`src/rtl/ram_port_arbiter_pkg.sv`:
```
// Shared memory-interface definitions for the MD RAM port arbiter.
//   MD_ADDR_WIDTH / MD_DATA_WIDTH / MD_RD_LATENCY : default geometry and RAM read latency
//   req_id_e                                      : requester-id encoding carried in read tags
package ram_port_arbiter_pkg;

  localparam int MD_ADDR_WIDTH = 12;
  localparam int MD_DATA_WIDTH = 32;
  localparam int MD_RD_LATENCY = 2;

  typedef enum logic {
    REQ_ID_0 = 1'b0,
    REQ_ID_1 = 1'b1
  } req_id_e;

endpackage

```
`src/rtl/rd_tag_pipe.sv`:
```
// Read-tag delay line: a DEPTH-stage shift register carrying a valid bit and
// the requester id of each read, so the response can be steered to the right
// requester when the RAM data arrives.
// Ports:
//   clk, rst_n     : clock, asynchronous active-low reset (clears all stages)
//   vld_i, id_i    : tag entering the pipe this cycle
//   vld_o, id_o    : tag leaving the last stage
module rd_tag_pipe
  import ram_port_arbiter_pkg::*;
#(
  parameter int DEPTH = MD_RD_LATENCY
) (
  input  logic clk,
  input  logic rst_n,
  input  logic vld_i,
  input  logic id_i,
  output logic vld_o,
  output logic id_o
);

  logic [DEPTH-1:0] vld_q;
  logic [DEPTH-1:0] id_q;

  always_ff @(posedge clk or negedge rst_n) begin
    if (!rst_n) begin
      vld_q <= '0;
      id_q  <= '0;
    end else begin
      vld_q[0] <= vld_i;
      id_q[0]  <= id_i;
      for (int i = 1; i < DEPTH; i++) begin
        vld_q[i] <= vld_q[i-1];
        id_q[i]  <= id_q[i-1];
      end
    end
  end

  assign vld_o = vld_q[DEPTH-1];
  assign id_o  = id_q[DEPTH-1];

endmodule

```
`src/rtl/ram_port_arbiter.sv`:
```
// Two-requester round-robin arbiter in front of a single-port RAM with a
// fixed read latency.
// Ports:
//   clk, rst_n                      : clock, asynchronous active-low reset
//   reqN_valid/ready/wren/addr/data : command handshake for requester N (ready is combinational)
//   rspN_valid/rspN_data            : one-cycle read-data pulse for requester N, data held between pulses
//   ram_address/ram_data/ram_wren   : registered RAM command
//   ram_rd_data                     : RAM read data, valid RD_LATENCY cycles after the address
// Timing of a read transferred at edge E:
//   E              : command registered onto the RAM pins, read tag captured in the issue stage
//   E+1..E+RD_LAT  : tag moves through rd_tag_pipe while the RAM works
//   E+1+RD_LAT     : ram_rd_data captured into rspN_data, rspN_valid pulses
module ram_port_arbiter
  import ram_port_arbiter_pkg::*;
#(
  parameter int ADDR_WIDTH = MD_ADDR_WIDTH,
  parameter int DATA_WIDTH = MD_DATA_WIDTH,
  parameter int RD_LATENCY = MD_RD_LATENCY
) (
  input  logic                  clk,
  input  logic                  rst_n,
  input  logic                  req0_valid,
  output logic                  req0_ready,
  input  logic                  req0_wren,
  input  logic [ADDR_WIDTH-1:0] req0_addr,
  input  logic [DATA_WIDTH-1:0] req0_data,
  input  logic                  req1_valid,
  output logic                  req1_ready,
  input  logic                  req1_wren,
  input  logic [ADDR_WIDTH-1:0] req1_addr,
  input  logic [DATA_WIDTH-1:0] req1_data,
  output logic                  rsp0_valid,
  output logic [DATA_WIDTH-1:0] rsp0_data,
  output logic                  rsp1_valid,
  output logic [DATA_WIDTH-1:0] rsp1_data,
  output logic [ADDR_WIDTH-1:0] ram_address,
  output logic [DATA_WIDTH-1:0] ram_data,
  output logic                  ram_wren,
  input  logic [DATA_WIDTH-1:0] ram_rd_data
);

  // Grant and selected command
  logic                  gnt0;
  logic                  gnt1;
  logic                  xfer;
  logic                  sel_wren;
  logic [ADDR_WIDTH-1:0] sel_addr;
  logic [DATA_WIDTH-1:0] sel_data;

  // Registered state
  logic                  ptr_q,         ptr_d;
  logic [ADDR_WIDTH-1:0] ram_address_q, ram_address_d;
  logic [DATA_WIDTH-1:0] ram_data_q,    ram_data_d;
  logic                  ram_wren_q,    ram_wren_d;
  logic                  rd_vld_q,      rd_vld_d;
  logic                  rd_id_q,       rd_id_d;
  logic                  rsp0_valid_q,  rsp0_valid_d;
  logic                  rsp1_valid_q,  rsp1_valid_d;
  logic [DATA_WIDTH-1:0] rsp0_data_q,   rsp0_data_d;
  logic [DATA_WIDTH-1:0] rsp1_data_q,   rsp1_data_d;

  // Tag leaving the delay line, aligned with ram_rd_data
  logic                  tag_vld;
  logic                  tag_id;

  // Round-robin grant. ptr_q names the requester that wins a tie. Gating with
  // rst_n keeps both readys low for the whole reset assertion.
  always_comb begin
    gnt0 = 1'b0;
    gnt1 = 1'b0;
    if (rst_n) begin
      if (req0_valid && (!req1_valid || (ptr_q == REQ_ID_0))) begin
        gnt0 = 1'b1;
      end else if (req1_valid) begin
        gnt1 = 1'b1;
      end
    end
  end

  assign xfer     = gnt0 | gnt1;
  assign sel_wren = gnt1 ? req1_wren : req0_wren;
  assign sel_addr = gnt1 ? req1_addr : req0_addr;
  assign sel_data = gnt1 ? req1_data : req0_data;

  assign req0_ready = gnt0;
  assign req1_ready = gnt1;

  always_comb begin
    ptr_d         = ptr_q;
    ram_address_d = ram_address_q;
    ram_data_d    = ram_data_q;
    ram_wren_d    = 1'b0;
    rd_vld_d      = 1'b0;
    rd_id_d       = rd_id_q;
    if (xfer) begin
      // The loser of this grant gets priority next time: granting 0 points at 1.
      ptr_d         = gnt0;
      ram_address_d = sel_addr;
      ram_data_d    = sel_data;
      ram_wren_d    = sel_wren;
      rd_vld_d      = ~sel_wren;
      rd_id_d       = gnt1 ? REQ_ID_1 : REQ_ID_0;
    end

    rsp0_valid_d = tag_vld && (tag_id == REQ_ID_0);
    rsp1_valid_d = tag_vld && (tag_id == REQ_ID_1);
    rsp0_data_d  = rsp0_valid_d ? ram_rd_data : rsp0_data_q;
    rsp1_data_d  = rsp1_valid_d ? ram_rd_data : rsp1_data_q;
  end

  always_ff @(posedge clk or negedge rst_n) begin
    if (!rst_n) begin
      ptr_q         <= REQ_ID_0;
      ram_address_q <= '0;
      ram_data_q    <= '0;
      ram_wren_q    <= 1'b0;
      rd_vld_q      <= 1'b0;
      rd_id_q       <= REQ_ID_0;
      rsp0_valid_q  <= 1'b0;
      rsp1_valid_q  <= 1'b0;
      rsp0_data_q   <= '0;
      rsp1_data_q   <= '0;
    end else begin
      ptr_q         <= ptr_d;
      ram_address_q <= ram_address_d;
      ram_data_q    <= ram_data_d;
      ram_wren_q    <= ram_wren_d;
      rd_vld_q      <= rd_vld_d;
      rd_id_q       <= rd_id_d;
      rsp0_valid_q  <= rsp0_valid_d;
      rsp1_valid_q  <= rsp1_valid_d;
      rsp0_data_q   <= rsp0_data_d;
      rsp1_data_q   <= rsp1_data_d;
    end
  end

  // The issue-stage tag (rd_vld_q/rd_id_q) is presented with the RAM address;
  // it then needs exactly RD_LATENCY more cycles to line up with ram_rd_data.
  rd_tag_pipe #(
    .DEPTH (RD_LATENCY)
  ) u_rd_tag_pipe (
    .clk   (clk),
    .rst_n (rst_n),
    .vld_i (rd_vld_q),
    .id_i  (rd_id_q),
    .vld_o (tag_vld),
    .id_o  (tag_id)
  );

  assign ram_address = ram_address_q;
  assign ram_data    = ram_data_q;
  assign ram_wren    = ram_wren_q;
  assign rsp0_valid  = rsp0_valid_q;
  assign rsp1_valid  = rsp1_valid_q;
  assign rsp0_data   = rsp0_data_q;
  assign rsp1_data   = rsp1_data_q;

endmodule
```
`config.mk`:
```
export PLATFORM = sky130hd
export DESIGN_NAME = ram_port_arbiter
export DESIGN_NICKNAME = d
export VERILOG_FILES = /design/src/rtl/ram_port_arbiter_pkg.sv /design/src/rtl/rd_tag_pipe.sv /design/src/rtl/ram_port_arbiter.sv
export SDC_FILE = /design/constraint.sdc
export NUM_CORES = 1
export LEC_CHECK = 0
export ABC_AREA = 1
export CAP_MARGIN = 20
export CORE_ASPECT_RATIO = 1.4
export CORE_UTILIZATION = 50
export CTS_BUF_LIST = sky130_fd_sc_hd__clkbuf_4 sky130_fd_sc_hd__clkbuf_8
export DETAILED_ROUTE_END_ITERATION = 7
export DONT_BUFFER_PORTS = 1
export PLACE_DENSITY_LB_ADDON = 0.25
export SLEW_MARGIN = 20
export SYNTH_ARGS = -nofsm -noshare
export SYNTH_HDL_FRONTEND = slang
export SYNTH_HIERARCHICAL = 1
export SYNTH_SLANG_ARGS = --single-unit
```
`constraint.sdc`:
```
create_clock -name clk -period 1.5 [get_ports clk]
set_input_delay 0.3 -clock clk [delete_from_list [all_inputs] [get_ports clk]]
set_output_delay 0.3 -clock clk [all_outputs]
set_load 0.02 [all_outputs]
```
==> reports/results.txt, run 1 <==
The flow ran to the end, but the final reports show violations. The final reports fail on hold timing, setup timing. The clock latency on the worst-skew pair was 0.41 ns; the minimum period implied by the final worst setup slack was 1.51 ns.

The finished cells cover 5830 um^2. In this run the remaining antenna-violating nets after routing total 0. The detailed router placed 4024 vias in this run.

After floorplanning, the core was divided into 43 placement rows. Global routing consumed, over all layers together, 21.8% of the routing resources. The largest driver fanout on the critical path works out to 2. Number of max-cap violations: 0. Wire length per cell: 14.4 um.

The final critical-path setup slack is -0.0135 ns. The first-pass GRT wire length is 18.3 mm. At the worst endpoint, the arrival time is 1.21 ns. The worst register-to-register path ends at ram_data[2]$_DFFE_PN0P_.

The worst setup path is of the reg2out kind. Of the post-synthesis cell area, the dominant cell type holds 56.4%. In this run the standard cell core region covers 10100 um^2. The half-perimeter wire length after detailed placement was 7.76 mm.

The H-tree generated during clock tree synthesis spans 4 levels. Number of buffers inserted for hold repair after clock tree synthesis: 2. After detailed routing, the number of vias per cell comes to 5.07.

No sink is reached through more buffers than the 2 on the longest clock path. On the critical path the largest part of the delay comes from flip-flops. Setup repair after global routing could not meet its margin everywhere.

The run gives 118 as the final number of hold-violating endpoints. The CTS buffer count is 17, and the clock transition at the register clock pins on the worst setup and hold paths after CTS is 0.07 ns. The design draws 9.88 mW. The number of different library cells used by synthesis comes to 17. In this run the horizontal extent of the chip is 88.5 um.

sky130_fd_sc_hd__dfrtp_1 takes more of the synthesized area than any other cell. The number of buffers and inverters on the critical path was 2. Counting flops and latches in the post-synthesis netlist gives 118. Synthesis produced a netlist with a net count of 773.

The part of the cycle the worst path needs came out at 101%. The largest individual stage delay along the critical path comes from the cell sky130_fd_sc_hd__dfrtp_1. Yosys printed 6 warnings. The leakage power summed over all cells was 3.34 nW. The min-delay analysis places its worst path in the category in2async. The number of antenna violations at the first check in global routing was 0. The logs give 911 for the count of fill cells added during filler insertion and 0.13 ns for the slack of the worst reg-to-reg path.

The initial utilization of the core area, before any placement, comes to 52.1%. The worst setup path startpoint is ptr_q$_DFFE_PN0P_. Global routing finished with a remaining overflow of 0.

In the final layout, the share of cells above drive strength 1 is 8.80%. Data on the critical path is required at its endpoint by 1.20 ns. The final count of pins violating max slew is 0, and the relative slew slack is 70.0%.

Total die area: 10900 um^2. The repair_antennas step left the layout with diodes totalling 0. The clock sink total was 118; the count of boundary I/O pins was 239. The pin count of the biggest net entering global routing is 121, and the setup skew after layout is 0.0113 ns. The synthesized area divided by synthesized cell count works out to 8.10 um^2.

The worst setup path is launched from a flip-flop. The critical path ends at req1_ready. For this run, the detailed router's first-pass iteration total came to 4. STA classifies the critical path endpoint as an output pin. Residual DRC count: 0. For the final routed database, the setup TNS stands at -0.0135 ns.

The post-synthesis cell count was 647; the cell count along the critical path was 5. The area of the mapped netlist was 5240 um^2; the first-iteration detailed-routing DRC count was 131. The slew of the pin with the lowest slew margin was 0.449 ns; the area of placed instances was 5300 um^2. In this run the tool buffered the top-level ports with 0 buffer cells.

Across the VDD grid, the largest voltage drop is 726 uV. The worst register-to-register path begins at ptr_q$_DFFE_PN0P_. The die height works out to 123 um.

The critical path goes through nand2_2 -> nand2_4 -> nand2_4 -> inv_2 -> buf_6. The final core utilization is 57.9%, and the final setup violation count is 1. The run gives 0.751 as the last weighted congestion value of the routability-driven placer. Summed over all layers, the routed wires come to 11.4 mm. The via count of the first global-routing pass came out at 3951. For the non-filler instance count after layout, the log shows 794. The worst hold slack after final layout was -0.421 ns.

The part of the Yosys area used for sequential elements came out at 56.4%. The power density of the placed cells was 1700 nW/um^2; the maximum clock rate was 0.661 GHz. Timing analysis after detailed placement gives a worst setup slack of 0.0362 ns. After detailed placement, the design holds a cell count of 756. Relative to the synthesized area, the layout overhead comes to 11.2%. By area the synthesized netlist is led by sky130_fd_sc_hd__dfrtp_1, sky130_fd_sc_hd__nand2_1, sky130_fd_sc_hd__inv_1.

In this design, the critical path's most frequently occurring cell is sky130_fd_sc_hd__nand2_4. Measured in cells, the most critical reg-to-reg path has a length of 6. TritonCTS built the clock tree.

For this run, the post-layout net count is 772. The worst stage delay on the critical path was 0.40 ns. Clock tree synthesis selected as its root buffer the cell sky130_fd_sc_hd__clkbuf_8.
worst register-to-register path, stage by stage (launching register included):
cell and delay, ns:
sky130_fd_sc_hd__dfrtp_1 0.40, sky130_fd_sc_hd__nand2_2 0.12, sky130_fd_sc_hd__nand3_2 0.13, sky130_fd_sc_hd__nand2_2 0.12, sky130_fd_sc_hd__clkbuf_8 0.31, sky130_fd_sc_hd__nand3_1 0.15, sky130_fd_sc_hd__nand2_1 0.08
Yosys cell counts (all sizes together):
library cell  instances
nor2                  1
or2                   1
inv                 128
nand3                89
buf                  29
a21oi                 1
nand3b                1
dfrtp               118
o21ai                64
nand2               208
clkbuf                7
layout make-up:
class	instances	area (um^2)	share of cell area, %
clock buffer	18	248	4.25
clock inverter	14	200	3.44
inverter	128	485	8.33
multi-input combinational	365	1600	27.4
sequential	118	2950	50.7
tap	135	169	2.90
timing repair buffer	16	173	2.96
report_power, final:
group	internal [mW]	total [mW]	switching, mW
sequential	3.98	5.60	1.62
combinational	0.457	1.11	0.655
clock	1.87	3.17	1.30
registers in the layout, indices dropped and copies added (netlist names), 2 cells and up:
register	flops
ram_data	32
rsp0_data	32
rsp1_data	32
ram_address	12
u_rd_tag_pipe/id_q	2
u_rd_tag_pipe/vld_q	2
worst min-delay path by stage:
stage          startpoint                       end  slack (ns)  cells past startpoint
2_1_floorplan       rst_n         ptr_q$_DFFE_PN0P_       0.004                      0
3_3_place_gp        rst_n  rsp0_data[8]$_DFFE_PN0P_       0.007                      0
3_5_place_dp        rst_n  rsp1_data[8]$_DFFE_PN0P_       0.007                      0
4_1_cts             rst_n  ram_data[21]$_DFFE_PN0P_       -0.46                      0
5_1_grt             rst_n  rsp1_data[8]$_DFFE_PN0P_       -0.47                      0
6_report            rst_n  rsp1_data[6]$_DFFE_PN0P_       -0.42                      0
layer usage:
metal  vias to the layer above  GRT usage [%]  routed length [um]
li1                       1951              -                   -
met1                      1875           24.7                4450
met2                       178           36.6                5670
met3                        20           8.21                1050
met4                         0           9.27                 224
met5                         -              0                   0
cell families after synthesis:
logic type | Yosys count | synth area share, %
compound gates | 65 | 6.21
buf+inv | 164 | 13.4
simple gates | 300 | 24.0
flops | 118 | 56.4
cell usage in the layout (no fill, tap or decap), types with 3 or more instances in the layout:
cell | Yosys | layout
sky130_fd_sc_hd__o21ai_0 | 56 | 56
sky130_fd_sc_hd__buf_12 | 0 | 3
sky130_fd_sc_hd__o21ai_1 | 8 | 8
sky130_fd_sc_hd__nand2_2 | 4 | 4
sky130_fd_sc_hd__clkinv_4 | 0 | 4
sky130_fd_sc_hd__clkbuf_8 | 0 | 19
sky130_fd_sc_hd__buf_4 | 0 | 9
sky130_fd_sc_hd__nand2_1 | 204 | 202
sky130_fd_sc_hd__dfrtp_1 | 118 | 118
sky130_fd_sc_hd__inv_1 | 126 | 124
sky130_fd_sc_hd__bufinv_16 | 0 | 4
sky130_fd_sc_hd__nand3_1 | 88 | 88
repair_timing:
action / in CTS / in global routing
resized for setup: 6 / 5
endpoints found under the hold margin: 120 / 118
buffers inserted: 3 / 1
pin swaps: 3 / 3
endpoints found under the setup margin: 2 / 49
Power figures use the tool's default switching activity.
==> run 2: changes to the inputs <==
- SKIP_CTS_REPAIR_TIMING: default -> 1
==> reports/results.txt, run 2 (same netlist as run 1, synthesis figures left out) <==
The setup skew after layout came out at 0.0114 ns (+0.0000649 ns). The first-pass GRT wire length is 18.2 mm (-0.83%). The run gives 1 (unchanged) as the final setup violation count. The global-route usage over all layers is 21.7% (-0.16 points).

Worst min-delay path category: in2async. The total congestion overflow was 0 (unchanged); the fraction of layout cells with a size suffix above 1 was 8.69% (-0.11 points). The x dimension of the die was 88.5 um (unchanged). The number of antenna violations at the first check in global routing was 0 (unchanged).

Final number of hold-violating endpoints: 118 (unchanged). The initial core utilization was 52.1% (unchanged); the minimum period implied by the final worst setup slack was 1.52 ns (+0.00813 ns). The startpoint-to-endpoint class of the critical path was reg2out. Setup repair after global routing could not meet its margin everywhere. Final critical-path setup slack: -0.0217 ns (-0.00813 ns). The die height is 123 um (unchanged). The tools report the last weighted congestion value of the routability-driven placer as 0.751 (unchanged). Cell at the root of the clock tree: sky130_fd_sc_hd__clkbuf_8. The run gives 4 (unchanged) as the number of detailed-routing iterations run before antenna repair. The run gives 10900 um^2 (unchanged) as the total die area.

The number of nets at the end of the flow was 769 (-0.39%). The clock latency on the worst-skew pair was 0.41 ns (about the same). The average via count per standard cell is 5.04 (-0.47%).

Count of boundary I/O pins: 239 (unchanged). The tools report the area of placed instances as 5300 um^2 (unchanged). The slack of the worst reg-to-reg path is 0.15 ns (+0.02 ns), and the maximum VDD drop is 725 uV (-0.13%).

The pin count of the biggest net entering global routing was 121 (unchanged); the CTS buffer count was 17 (unchanged). Leaving out fill and tap cells, the most frequent cells in the layout are sky130_fd_sc_hd__nand2_1, sky130_fd_sc_hd__inv_1, sky130_fd_sc_hd__dfrtp_1. The first-iteration detailed-routing DRC count is 118 (-9.9%). The area of all placed cells without fillers is 5800 um^2 (-0.52%), and the level count of the clock H-tree is 4 (unchanged).

Most common library cell in the layout ignoring fill and taps: sky130_fd_sc_hd__nand2_1. The largest driver fanout on the critical path is 4 (+2). Kind of capture point of the worst setup path: an output pin. The logs give -0.418 ns (+0.00316 ns) for the worst hold slack after final layout and 2 (unchanged) for the maximum clock path buffer count.

The flow ran to the end, but the final reports show violations. The logs give 0 (unchanged) for the final count of pins violating max slew and 0 (unchanged) for the antenna diode instance count. The routed wire length came out at 11.3 mm (-0.89%). The checks that failed: hold timing, setup timing.

The row count was 43 (unchanged); the length in cells of the worst reg-to-reg path was 6 (unchanged). TritonCTS built the clock tree. The tools report the clock sink total as 118 (unchanged). The tools report the maximum clock rate as 0.657 GHz (-0.53%). The post-detailed-route count of antenna-violating nets was 0 (unchanged).

The slew of the pin with the lowest slew margin was 0.460 ns (+0.0105 ns). The quantity of I/O buffers inserted on ports was 0 (unchanged). Wire length per cell: 14.3 um (-0.51%). The post-place setup slack is 0.0362 ns (unchanged), and the number of max-cap violations is 0 (unchanged).

The tools report the half-perimeter wire length after detailed placement as 7.76 mm (unchanged). The leakage power summed over all cells is 3.32 nW (-0.42%), and the residual DRC count is 0 (unchanged). The standard cell core area is 10100 um^2 (unchanged), and the growth of design area from synthesis to finish is 10.6%.

The clock transition at the register clock pins on the worst setup and hold paths after CTS was 0.07 ns (about the same); the power density of the placed cells was 1700 nW/um^2 (+0.33%). The tools report the via count of the first global-routing pass as 3951 (unchanged). The tools report the total power draw as 9.86 mW (-0.19%). The run gives 1.22 ns (about the same) as the data arrival time at the worst-slack endpoint. The part of the cycle the worst path needs was 101% (+0.54 points).

The type of origin of the critical path was a flip-flop. The required time at the endpoint of the critical path was 1.20 ns (about the same). The relative slew slack came out at 69.3% (-0.70 points). The via total after detailed routing came out at 3990 (-0.84%).
## run 2: changes by cell type in the layout (fill, tap and decap cells not counted), sizes merged
cell	before	now
dlygate4sd3	2	0
clkbuf	19	18
## run 2: power by group
group | internal (mW) | total [mW] | switching, mW
Combinational | 0.448 | 1.10 | 0.651
Sequential | 3.98 | 5.59 | 1.61
Clock | 1.87 | 3.17 | 1.29
Total | 6.30 | 9.86 | 3.56
## run 2: layout make-up
cell class                 count  area (um^2)
inverter                     128          485
multi-input combinational    365         1600
sequential                   118         2950
tap                          135          169
timing repair buffer          13          143
fill                         914         4260
clock inverter                14          200
clock buffer                  18          248
## run 2: worst max-delay path, cell delays in order, from the launching register on
cell	delay, ns
sky130_fd_sc_hd__dfrtp_1	0.39
sky130_fd_sc_hd__nand2_2	0.10
sky130_fd_sc_hd__nand2_4	0.08
sky130_fd_sc_hd__nand2_4	0.09
sky130_fd_sc_hd__inv_2	0.04
sky130_fd_sc_hd__buf_6	0.12
## run 2: per-layer routing
layer	up-vias	global-route usage, %	wire length, um	part of all wire, %
met5	-	0	0	0
met4	0	9.48	209	1.9
met3	16	8.14	1050	9.3
met2	176	36.4	5600	50
met1	1850	24.4	4440	39
li1	1948	-	-	-
## run 2: worst paths after layout
kind | startpoint | end
max | ptr_q$_DFFE_PN0P_ | req1_ready
min | rst_n | rsp1_data[6]$_DFFE_PN0P_
max reg2reg | ptr_q$_DFFE_PN0P_ | ram_data[2]$_DFFE_PN0P_
min reg2reg | u_rd_tag_pipe/vld_q[0]$_DFF_PN0_ | u_rd_tag_pipe/vld_q[1]$_DFF_PN0_
max in group asynchronous | rst_n | ram_address[9]$_DFFE_PN0P_
min in group clk | ram_rd_data[18] | rsp0_data[18]$_DFFE_PN0P_
## run 2: per-stage QoR
step                util [%]  instances  TNS, ns
global placement        52.7        756        0
floorplan                  -        647        0
global route            57.6        791   -0.152
CTS                     57.1        788   -0.184
finish                  57.6        791  -0.0217
detailed placement      52.7        756        0
